$ cat src/rtl/alu_ctrl_seq.sv
// alu_ctrl_seq: registered ALU-control decoder with a multi-cycle sequencer.
//
// Decodes the main-FSM state, opcode, FUNCT3 and FUNCT7 into a 5-bit ALU
// operation code. RV32M multiply/divide ops hold the code and stall the main
// FSM through BUSY for MUL_CYC or DIV_CYC cycles.
//
// Optional feature macro: RV32M_EN
//   defined   - M-group decode plus the IDLE/RUN sequencer and down-counter.
//   undefined - M-group requests decode as illegal, BUSY is tied 0.
//
// Ports:
//   CLK        in   clock, rising edge
//   RST        in   synchronous active-high reset
//   VALID      in   decode request, sampled when not BUSY
//   OPCODE     in   instruction[6:0]
//   STATE      in   main-FSM state code
//   FUNCT3     in   instruction[14:12]
//   FUNCT7     in   instruction[31:25]
//   CONTROLOUT out  registered ALU operation code (bit 4 = RV32M group)
//   BUSY       out  multi-cycle op in progress
//   DONE       out  one-cycle pulse, CONTROLOUT valid and op complete
//   ILLEGAL    out  one-cycle pulse with DONE for an undecodable request
module alu_ctrl_seq #(
    parameter int unsigned STW     = 4,
    parameter int unsigned OPW     = 5,
    parameter int unsigned MUL_CYC = 4,
    parameter int unsigned DIV_CYC = 32,
    parameter int unsigned CNTW    = 6
) (
    input  logic           CLK,
    input  logic           RST,
    input  logic           VALID,
    input  logic [6:0]     OPCODE,
    input  logic [STW-1:0] STATE,
    input  logic [2:0]     FUNCT3,
    input  logic [6:0]     FUNCT7,
    output logic [OPW-1:0] CONTROLOUT,
    output logic           BUSY,
    output logic           DONE,
    output logic           ILLEGAL
);

    // Elaboration-time guard on the configuration.
    if (OPW < 5 || MUL_CYC < 1 || DIV_CYC < 1 ||
        MUL_CYC > (1 << CNTW) || DIV_CYC > (1 << CNTW)) begin : g_bad_cfg
        $error("alu_ctrl_seq: invalid parameter combination");
    end

    localparam logic [6:0] OP_LOAD   = 7'b0000011;
    localparam logic [6:0] OP_STORE  = 7'b0100011;
    localparam logic [6:0] OP_IMM    = 7'b0010011;
    localparam logic [6:0] OP_REG    = 7'b0110011;
    localparam logic [6:0] OP_BRANCH = 7'b1100011;

    localparam logic [6:0] F7_BASE   = 7'b0000000;
    localparam logic [6:0] F7_ALT    = 7'b0100000;
    localparam logic [6:0] F7_MULDIV = 7'b0000001;

    localparam logic [4:0] ALU_ADD = 5'b00000;
    localparam logic [4:0] ALU_SUB = 5'b00001;
    localparam logic [4:0] ALU_SRL = 5'b00110;
    localparam logic [4:0] ALU_SRA = 5'b00111;

    // Base integer table shared by R-type (FUNCT7=0) and I-type ALU ops.
    function automatic logic [4:0] base_op(input logic [2:0] f3);
        logic [4:0] op;
        case (f3)
            3'b000:  op = 5'b00000;
            3'b001:  op = 5'b00010;
            3'b010:  op = 5'b00011;
            3'b011:  op = 5'b00100;
            3'b100:  op = 5'b00101;
            3'b101:  op = 5'b00110;
            3'b110:  op = 5'b01000;
            default: op = 5'b01001;
        endcase
        return op;
    endfunction

    // ---------------------------------------------------------------- decode
    logic [4:0] dec_op;
    logic       dec_ill;
`ifdef RV32M_EN
    logic       dec_multi;
`endif

    // dec_op stays ALU_ADD (zero) on every illegal path.
    always_comb begin
        dec_op  = ALU_ADD;
        dec_ill = 1'b0;
`ifdef RV32M_EN
        dec_multi = 1'b0;
`endif
        case (STATE)
            STW'(1), STW'(2), STW'(3), STW'(8), STW'(11): dec_op = ALU_ADD;
            STW'(5): begin
                if (OPCODE == OP_LOAD || OPCODE == OP_STORE) begin
                    dec_op = ALU_ADD;
                end else if (OPCODE == OP_IMM) begin
                    if (FUNCT3 == 3'b101) begin
                        if (FUNCT7 == F7_BASE)     dec_op  = ALU_SRL;
                        else if (FUNCT7 == F7_ALT) dec_op  = ALU_SRA;
                        else                       dec_ill = 1'b1;
                    end else if (FUNCT3 == 3'b001 && FUNCT7 != F7_BASE) begin
                        dec_ill = 1'b1;
                    end else begin
                        // FUNCT7 is immediate data for the remaining I-type ops.
                        dec_op = base_op(FUNCT3);
                    end
                end else begin
                    dec_ill = 1'b1;
                end
            end
            STW'(7): begin
                if (OPCODE == OP_REG) begin
                    case (FUNCT7)
                        F7_BASE: dec_op = base_op(FUNCT3);
                        F7_ALT: begin
                            if (FUNCT3 == 3'b000)      dec_op  = ALU_SUB;
                            else if (FUNCT3 == 3'b101) dec_op  = ALU_SRA;
                            else                       dec_ill = 1'b1;
                        end
`ifdef RV32M_EN
                        F7_MULDIV: begin
                            dec_op    = {2'b10, FUNCT3};
                            dec_multi = 1'b1;
                        end
`endif
                        default: dec_ill = 1'b1;
                    endcase
                end else begin
                    dec_ill = 1'b1;
                end
            end
            STW'(9): begin
                if (OPCODE == OP_BRANCH) begin
                    case (FUNCT3)
                        3'b000:  dec_op  = 5'b01010;
                        3'b001:  dec_op  = 5'b01011;
                        3'b100:  dec_op  = 5'b01100;
                        3'b101:  dec_op  = 5'b01101;
                        3'b110:  dec_op  = 5'b01110;
                        3'b111:  dec_op  = 5'b01111;
                        default: dec_ill = 1'b1;
                    endcase
                end else begin
                    dec_ill = 1'b1;
                end
            end
            default: dec_ill = 1'b1;
        endcase
    end

    // ------------------------------------------------------------- sequencer
    logic [OPW-1:0] ctrl_q, ctrl_d;
    logic           done_q, done_d;
    logic           illegal_q, illegal_d;

`ifdef RV32M_EN
    typedef enum logic [0:0] {StIdle, StRun} state_e;
    state_e          state_q, state_d;
    logic [CNTW-1:0] cnt_q, cnt_d;

    always_ff @(posedge CLK) begin
        if (RST) begin
            state_q   <= StIdle;
            cnt_q     <= '0;
            ctrl_q    <= '0;
            done_q    <= 1'b0;
            illegal_q <= 1'b0;
        end else begin
            state_q   <= state_d;
            cnt_q     <= cnt_d;
            ctrl_q    <= ctrl_d;
            done_q    <= done_d;
            illegal_q <= illegal_d;
        end
    end

    always_comb begin
        state_d   = state_q;
        cnt_d     = cnt_q;
        ctrl_d    = ctrl_q;
        done_d    = 1'b0;
        illegal_d = 1'b0;
        case (state_q)
            StIdle: begin
                if (VALID) begin
                    ctrl_d = OPW'(dec_op);
                    if (dec_multi) begin
                        // Opcode bit 2 separates DIV/DIVU/REM/REMU from the multiplies.
                        state_d = StRun;
                        cnt_d   = dec_op[2] ? CNTW'(DIV_CYC - 1) : CNTW'(MUL_CYC - 1);
                    end else begin
                        done_d    = 1'b1;
                        illegal_d = dec_ill;
                    end
                end
            end
            StRun: begin
                if (cnt_q == '0) begin
                    state_d = StIdle;
                    done_d  = 1'b1;
                end else begin
                    cnt_d = cnt_q - 1'b1;
                end
            end
            default: state_d = StIdle;
        endcase
    end

    always_comb begin
        CONTROLOUT = ctrl_q;
        BUSY       = (state_q == StRun);
        DONE       = done_q;
        ILLEGAL    = illegal_q;
    end
`else
    always_ff @(posedge CLK) begin
        if (RST) begin
            ctrl_q    <= '0;
            done_q    <= 1'b0;
            illegal_q <= 1'b0;
        end else begin
            ctrl_q    <= ctrl_d;
            done_q    <= done_d;
            illegal_q <= illegal_d;
        end
    end

    always_comb begin
        ctrl_d    = ctrl_q;
        done_d    = 1'b0;
        illegal_d = 1'b0;
        if (VALID) begin
            ctrl_d    = OPW'(dec_op);
            done_d    = 1'b1;
            illegal_d = dec_ill;
        end
    end

    always_comb begin
        CONTROLOUT = ctrl_q;
        BUSY       = 1'b0;
        DONE       = done_q;
        ILLEGAL    = illegal_q;
    end
`endif

endmodule

$ cat config.mk
export PLATFORM = sky130hd
export DESIGN_NAME = alu_ctrl_seq
export DESIGN_NICKNAME = d
export VERILOG_FILES = /design/src/rtl/alu_ctrl_seq.sv
export SDC_FILE = /design/constraint.sdc
export NUM_CORES = 1
export LEC_CHECK = 0
export ABC_CLOCK_PERIOD_IN_PS = 3600
export BUFFER_PORTS_ARGS = -buffer_cell sky130_fd_sc_hd__buf_4
export CAP_MARGIN = 20
export CORE_UTILIZATION = 40
export CTS_BUF_LIST = sky130_fd_sc_hd__clkbuf_8 sky130_fd_sc_hd__clkbuf_16
export CTS_CLUSTER_DIAMETER = 200
export DETAILED_ROUTE_END_ITERATION = 8
export GPL_TIMING_DRIVEN = 0
export PLACE_DENSITY = 0.73
export RECOVER_POWER = 25
export SYNTH_ARGS = -nofsm -noshare
export SYNTH_HDL_FRONTEND = slang
export SYNTH_SLANG_ARGS = --single-unit
$ cat constraint.sdc
create_clock -name CLK -period 3.6 [get_ports CLK]
set_input_delay 0.72 -clock CLK [delete_from_list [all_inputs] [get_ports CLK]]
set_output_delay 0.72 -clock CLK [all_outputs]
set_load 0.02 [all_outputs]
==> results by group, run 1 <==
Power and ir drop
  • Net switching power: 63.63 uW
  • Switching share of power: 0.2643
  • Int Power: 177.2 uW
  • Sequential share of power: 0.298
  • Power per cell area: 268.4 nW/um2
  • Worst vdd ir: 0.1191 mV
  • Clock share of power: 0.407
  • Comb pwr share: 0.295
  • Leakage power: 0.0003837 uW

Synthesis
  • Asr flop ratio synth: 0
  • Post-synth EDFFs: 0
  • Share of the yosys chip area belonging to registers: 0.1875
  • Library cells used by synthesis: 43
  • Seq cells post-synth: 6
  • Post-synthesis cell count: 82
  • Syn. warnings: 0
  • Synthesized area: 640.6 um2
  • Synth Flop Type: dfxtp_1
  • Avg Cell Area, Syn: 7.812 um2

Routing
  • Vias: 703
  • # DRC: 0
  • Avg WL per Cell: 11.23 um
  • Drt total wl: 1449 um
  • DR pass1 iterations: 4
  • Via/cell ratio: 5.450
  • Iter 0 DRT Violations: 11
  • Final ANT Viol Nets: 0

Placed design
  • RePlAce Congestion: 0.8260
  • IO buf count: 27
  • DP Wirelength: 1157 um
  • Setup WS pre-CTS: 1.504 ns

STA
  • Slew Limit Fails: 0
  • Setup violations, final: 0
  • Clock Skew: 0 ns
  • Final worst setup slack: 1.729 ns
  • Hold Fails Final Rpt: 0
  • Unrepaired setup endpoints after global routing: no
  • Setup tns final: 0 ns
  • Fmax: 0.5345 GHz
  • Period utilisation layout: 0.5197
  • Final Critical Period: 1.871 ns

Die
  • Vert. Die Dim: 42.02 um
  • Starting density of the core: 0.4252
  • Rows: 14
  • Die footprint: 1766 um2
  • I/O pin total: 32
  • Die width: 42.02 um
  • CORE AREA: 1506 um2

Clock tree
  • Post-CTS setup buffers: 0
  • Inserted Clock Buffers: 3
  • Post_cts resized: 0
  • Reg clk slew, reported paths: 0.03 ns
  • Clk_lat worst skew: 0.22 ns
  • Clock Tree Root: clkbuf_8
  • Cts hold-fix bufs: 0
  • Clock tree from TritonCTS: done
  • Maximum clock path buffer count: 2
  • Clock sink count: 6
  • Htree depth: 1

Outcome
  • Status: finished clean

Global routing
  • Vias in the first global route: 610
  • First-pass GRT wire length: 2421 um
  • Total GRT Usage: 0.1762
  • Overflow left after global routing: 0
  • Pin count of the biggest net entering global routing: 11
  • Initial antenna violation count: 0

Layout
  • P&R area growth vs syn: 40.04%
  • Fraction of layout instances using a drive strength above 1: 0.3274
  • Final nets: 139
  • Ant. Diodes: 0

Worst setup path
  • CP Class: primary input to flip-flop
  • Worst setup EP type: flip-flop
  • Largest fanout on the critical path: 5
  • Worst path required time: 3.72 ns
  • Worst Setup Start Kind: primary input
  • CP Data Arrival Time: 1.99 ns

Hold path
  • Hold crit path type: flip-flop to flip-flop

Job
  • Max Cap Viol: 0
[layer usage]
| metal | wire (um) | global-route usage |
|---|---|---|
| met1 | 675 | 0.2181 |
| met2 | 682 | 0.2844 |
| met3 | 80 | 0.03017 |
| met4 | 10 | 0.1063 |
| met5 | 0 | 0 |
[layout by cell type (no fill, tap or decap), types with 2 or more instances in the layout]
master	Yosys	routed
clkbuf_1	1	4
o211ai_1	2	2
nor2b_1	6	6
clkbuf_8	0	3
a21oi_1	6	6
dfxtp_1	6	6
nand3_1	2	2
nor2_1	9	9
o21ai_0	4	4
conb_1	1	2
xnor2_1	3	3
nand2_1	6	6
inv_1	3	3
buf_4	2	26
nand4_1	2	2
[metrics by stage]
stage	instances	instance area, um2	hold WS (ns)	util	total power [uW]
2_1_floorplan	83	644.4	0.5490	-	110.5
3_3_place_gp	126	867.1	0.4721	0.5756	144.5
3_5_place_dp	126	867.1	0.4844	0.5756	145.6
4_1_cts	129	908.4	0.4895	0.6030	245.2
5_1_grt	129	897.1	0.4991	0.5955	255.1
6_report	129	897.1	0.4819	0.5955	240.8
[worst max-delay path, stage by stage]
cell and delay [ns]:
buf_4 0.11, and4bb_2 0.34, nand4b_2 0.19, o32a_1 0.38
a311oi_1 0.26
[synth_stat cells (2+ instances only)]
library cell	instances	share of area
nor2b_1	6	0.059
nor2_1	9	0.053
buf_4	2	0.023
dfxtp_1	6	0.19
inv_1	3	0.018
o21ai_0	4	0.031
nand4_1	2	0.020
xnor2_1	3	0.041
o211ai_1	2	0.023
nand3_1	2	0.016
nand2_1	6	0.035
a21oi_1	6	0.047
[final timing paths]
path / startpoint / to / slack [ns] / cells after the start
setup / recovery: OPCODE[2] / CONTROLOUT[3] / 1.73 / 5
hold / removal: CONTROLOUT[1] / CONTROLOUT[1] / 0.48 / 2
setup reg to reg: CONTROLOUT[3] / CONTROLOUT[3] / 2.89 / 2
hold reg to reg: CONTROLOUT[1] / CONTROLOUT[1] / 0.48 / 2
[cells by family after synthesis]
group | share of synthesized area
DFF | 0.1875
xor gates and xnor gates | 0.05470
buffers and inverters | 0.05467
other | 0.005854
AOI/OAI and AO/OA | 0.2891
and+or+nand+nor | 0.3926
muxes | 0.01563
[state kept, by name (all words and copies together), names as in the netlist]
signal,flops
DONE,1
ILLEGAL,1
CONTROLOUT,4
[area by class of cell]
type | instances | area (um2)
multi-input combinational | 70 | 489.2
tap | 16 | 20.02
timing repair buffer | 27 | 191.4
fill | 146 | 609.3
inverter | 3 | 11.26
clock buffer | 3 | 41.29
sequential | 6 | 120.1
buffer | 4 | 23.77
[power groups by stage]
stage	Sequential (uW)	Clock, uW	Combinational [uW]
CTS	71.9	100	73.0
global route	72.0	105	78.0
floorplan	77.2	0	33.3
detailed placement	72.8	0	72.8
global placement	72.7	0	71.8
finish	71.8	97.9	71.1
(Power assumes the default switching activity.)
==> run 2: changes to the inputs <==
--- a/config.mk
+++ b/config.mk
@@ -5,7 +5,8 @@
 export SDC_FILE = /design/constraint.sdc
 export NUM_CORES = 1
 export LEC_CHECK = 0
-export ABC_CLOCK_PERIOD_IN_PS = 3600
+export ABC_AREA = 1
+export ABC_CLOCK_PERIOD_IN_PS = 1500
 export BUFFER_PORTS_ARGS = -buffer_cell sky130_fd_sc_hd__buf_4
 export CAP_MARGIN = 20
 export CORE_UTILIZATION = 40
@@ -13,7 +14,7 @@
 export CTS_CLUSTER_DIAMETER = 200
 export DETAILED_ROUTE_END_ITERATION = 8
 export GPL_TIMING_DRIVEN = 0
-export PLACE_DENSITY = 0.73
+export PLACE_DENSITY = 0.76
 export RECOVER_POWER = 25
 export SYNTH_ARGS = -nofsm -noshare
 export SYNTH_HDL_FRONTEND = slang
==> constraint.sdc (replaced) <==
create_clock -name CLK -period 1.5 [get_ports CLK]
set_input_delay 0.3 -clock CLK [delete_from_list [all_inputs] [get_ports CLK]]
set_output_delay 0.3 -clock CLK [all_outputs]
set_load 0.02 [all_outputs]
==> results by group, run 2 <==
Outcome
  • Status: finished clean

Routing
  • Via/cell ratio: 4.966
  • Drt total wl: 1695 um
  • Iter 0 DRT Violations: 20
  • Avg WL per Cell: 9.631 um
  • WL met2: 868 um
  • # DRC: 0
  • DR pass1 iterations: 4
  • Wire length on met3: 61 um
  • Met1 Wirelength: 735 um
  • Vias: 874
  • Final ANT Viol Nets: 0
  • Top sig layer: met4

Worst setup path
  • Worst setup EP type: flip-flop
  • Critical R2R Launch: CONTROLOUT[1]
  • Worst-path cell chain: buf_4 -> nor2_1 -> nand2_1 -> nor2_2 -> inv_1 -> nand2_1 -> nand2_1 -> nand2_1 -> nand2_1 -> nor2_1 -> nor2_1
  • CP most frequent cell: nand2_1
  • Crit-path max cell delay: 0.14 ns
  • Crit path launch: FUNCT7[1]
  • CP Buf/Inv Count: 2
  • CP Data Arrival Time: 1.21 ns
  • CP Class: primary input to flip-flop
  • Top delay family on crit path: simple AND/OR/NAND/NOR gates
  • Worst path required time: 1.61 ns
  • Largest fanout on the critical path: 3
  • Worst Setup Start Kind: primary input
  • Slowest cell on the critical path: nor2_2

Synthesis
  • Post-Synth Simple-Gate Area: 0.5198
  • Library cells used by synthesis: 20
  • Asr flop ratio synth: 0
  • Post-Synth Adder-Cell Area: 0
  • Synth Area in XOR/XNOR: 0
  • Syn. warnings: 0
  • Post-synth EDFFs: 0
  • Largest family of logic cells by synthesized area: simple AND/OR/NAND/NOR gates
  • Yosys top cell by area: nand2_1
  • Synth Flop Type: dfxtp_1
  • Mux cell area share after synthesis: 0
  • Synth area leaders: nand2_1 20%, dfxtp_1 18%, nor2_1 12%
  • Synthesized area: 661.9 um2
  • Share of the yosys chip area belonging to registers: 0.1815
  • Share of the synthesized area in the top cell type: 0.2042
  • Avg Cell Area, Syn: 5.212 um2
  • Top cells by count, synth: 36 x nand2_1, 22 x nor2_1, 19 x inv_1
  • Compound-Gate Fraction of Synth Area: 0.1512
  • Post-synthesis cell count: 127
  • Most common cell in the netlist: nand2_1
  • Seq cells post-synth: 6

Clock tree
  • Clock sink count: 6
  • Cts hold-fix bufs: 0
  • Post_cts resized: 0
  • Maximum clock path buffer count: 2
  • Clock Tree Root: clkbuf_8
  • Inserted Clock Buffers: 3
  • Htree depth: 1
  • Clock tree from TritonCTS: done
  • Post-CTS setup buffers: 0
  • Clk_lat worst skew: 0.22 ns
  • Reg clk slew, reported paths: 0.03 ns

STA
  • Setup tns final: 0 ns
  • Final Critical Period: 1.095 ns
  • Fmax: 0.9131 GHz
  • Clock Skew: 0 ns
  • Hold Fails Final Rpt: 0
  • Setup violations, final: 0
  • Final worst setup slack: 0.4048 ns
  • Period utilisation layout: 0.7301
  • Unrepaired setup endpoints after global routing: no
  • Hold Slack: 0.3613 ns
  • Slew Limit Fails: 0

Layout
  • Final nets: 186
  • Commonest cells after routing, fill and taps aside: 36 x nand2_1, 28 x buf_4, 22 x nor2_1, 19 x inv_1, 8 x nand3_1
  • Area of the multi-input gates: 451.7 um2
  • Max reg flops: 4
  • Fraction of layout instances using a drive strength above 1: 0.2688
  • Fillcell total: 167
  • Sequential cell area: 120.1 um2
  • Ant. Diodes: 0
  • P&R area growth vs syn: 41.59%
  • Commonest non-fill, non-tap cell in the layout: nand2_1

Hold path
  • Hold crit path type: primary input to flip-flop
  • Hold Startpoint: VALID

Placed design
  • IO buf count: 29
  • Setup WS pre-CTS: 0.1719 ns
  • RePlAce Congestion: 0.7584
  • DP Wirelength: 1475 um

Job
  • Max Cap Viol: 0

Power and ir drop
  • Worst vdd ir: 0.6414 mV
  • Power per cell area: 618.3 nW/um2
  • Leakage power: 0.0005149 uW

Global routing
  • Total GRT Usage: 0.2037
  • Vias in the first global route: 817
  • Overflow left after global routing: 0
  • First-pass GRT wire length: 2980 um
  • Pin count of the biggest net entering global routing: 9
  • Initial antenna violation count: 0

Die
  • I/O pin total: 32
  • CORE AREA: 1524 um2
  • Starting density of the core: 0.4343
  • Die footprint: 1822 um2
  • Vert. Die Dim: 42.68 um
  • Rows: 14
  • Die width: 42.68 um
==> run 2: worst paths after layout <==
check	endpoint	slack [ns]	cells past startpoint
setup / recovery	ILLEGAL	0.40	11
hold / removal	DONE	0.36	3
setup reg to reg	CONTROLOUT[1]	0.85	2
hold reg to reg	CONTROLOUT[0]	0.53	2
==> run 2: through the flow <==
| stage | cell area [um2] | total power, uW | cells | utilization |
|---|---|---|---|---|
| final | 937.1 | 579.5 | 176 | 0.6149 |
| after global routing | 937.1 | 614.2 | 176 | 0.6149 |
| after detailed placement | 903.4 | 345.7 | 173 | 0.5928 |
| after CTS | 944.7 | 590.1 | 176 | 0.6199 |
| after global placement | 903.4 | 340.2 | 173 | 0.5928 |
| after floorplan | 665.6 | 261.2 | 128 | - |
==> run 2: logic make-up after synthesis <==
kind of cell,Yosys count
compound gates,18
buf+inv,23
flops,6
simple gates,79
other cells,1
==> run 2: worst register-to-register path, stage by stage (launching register included) <==
cell and delay (ns):
dfxtp_1 0.30, o21ai_0 0.19, a21oi_2 0.05
==> run 2: power by group <==
group	internal, uW	total (uW)	switching [uW]	leakage, uW
Clock	172	238	66.0	0.0000216
Sequential	169	172	3.27	0.0000495
Combinational	77.9	169	91.4	0.000444
Total	419	579	161	0.000515
==> run 2: cell type report <==
type	instances	area share
multi-input combinational	99	0.4820
timing repair buffer	29	0.2243
sequential	6	0.1282
inverter	21	0.08411
clock buffer	3	0.04406
tap	16	0.02136
buffer	2	0.01602
==> run 2: metal layers <==
| metal | GRT usage | vias up |
|---|---|---|
| met5 | 0 | - |
| met4 | 0.04375 | 0 |
| met3 | 0.03830 | 2 |
| met2 | 0.3879 | 20 |
| met1 | 0.2292 | 392 |
| li1 | - | 460 |
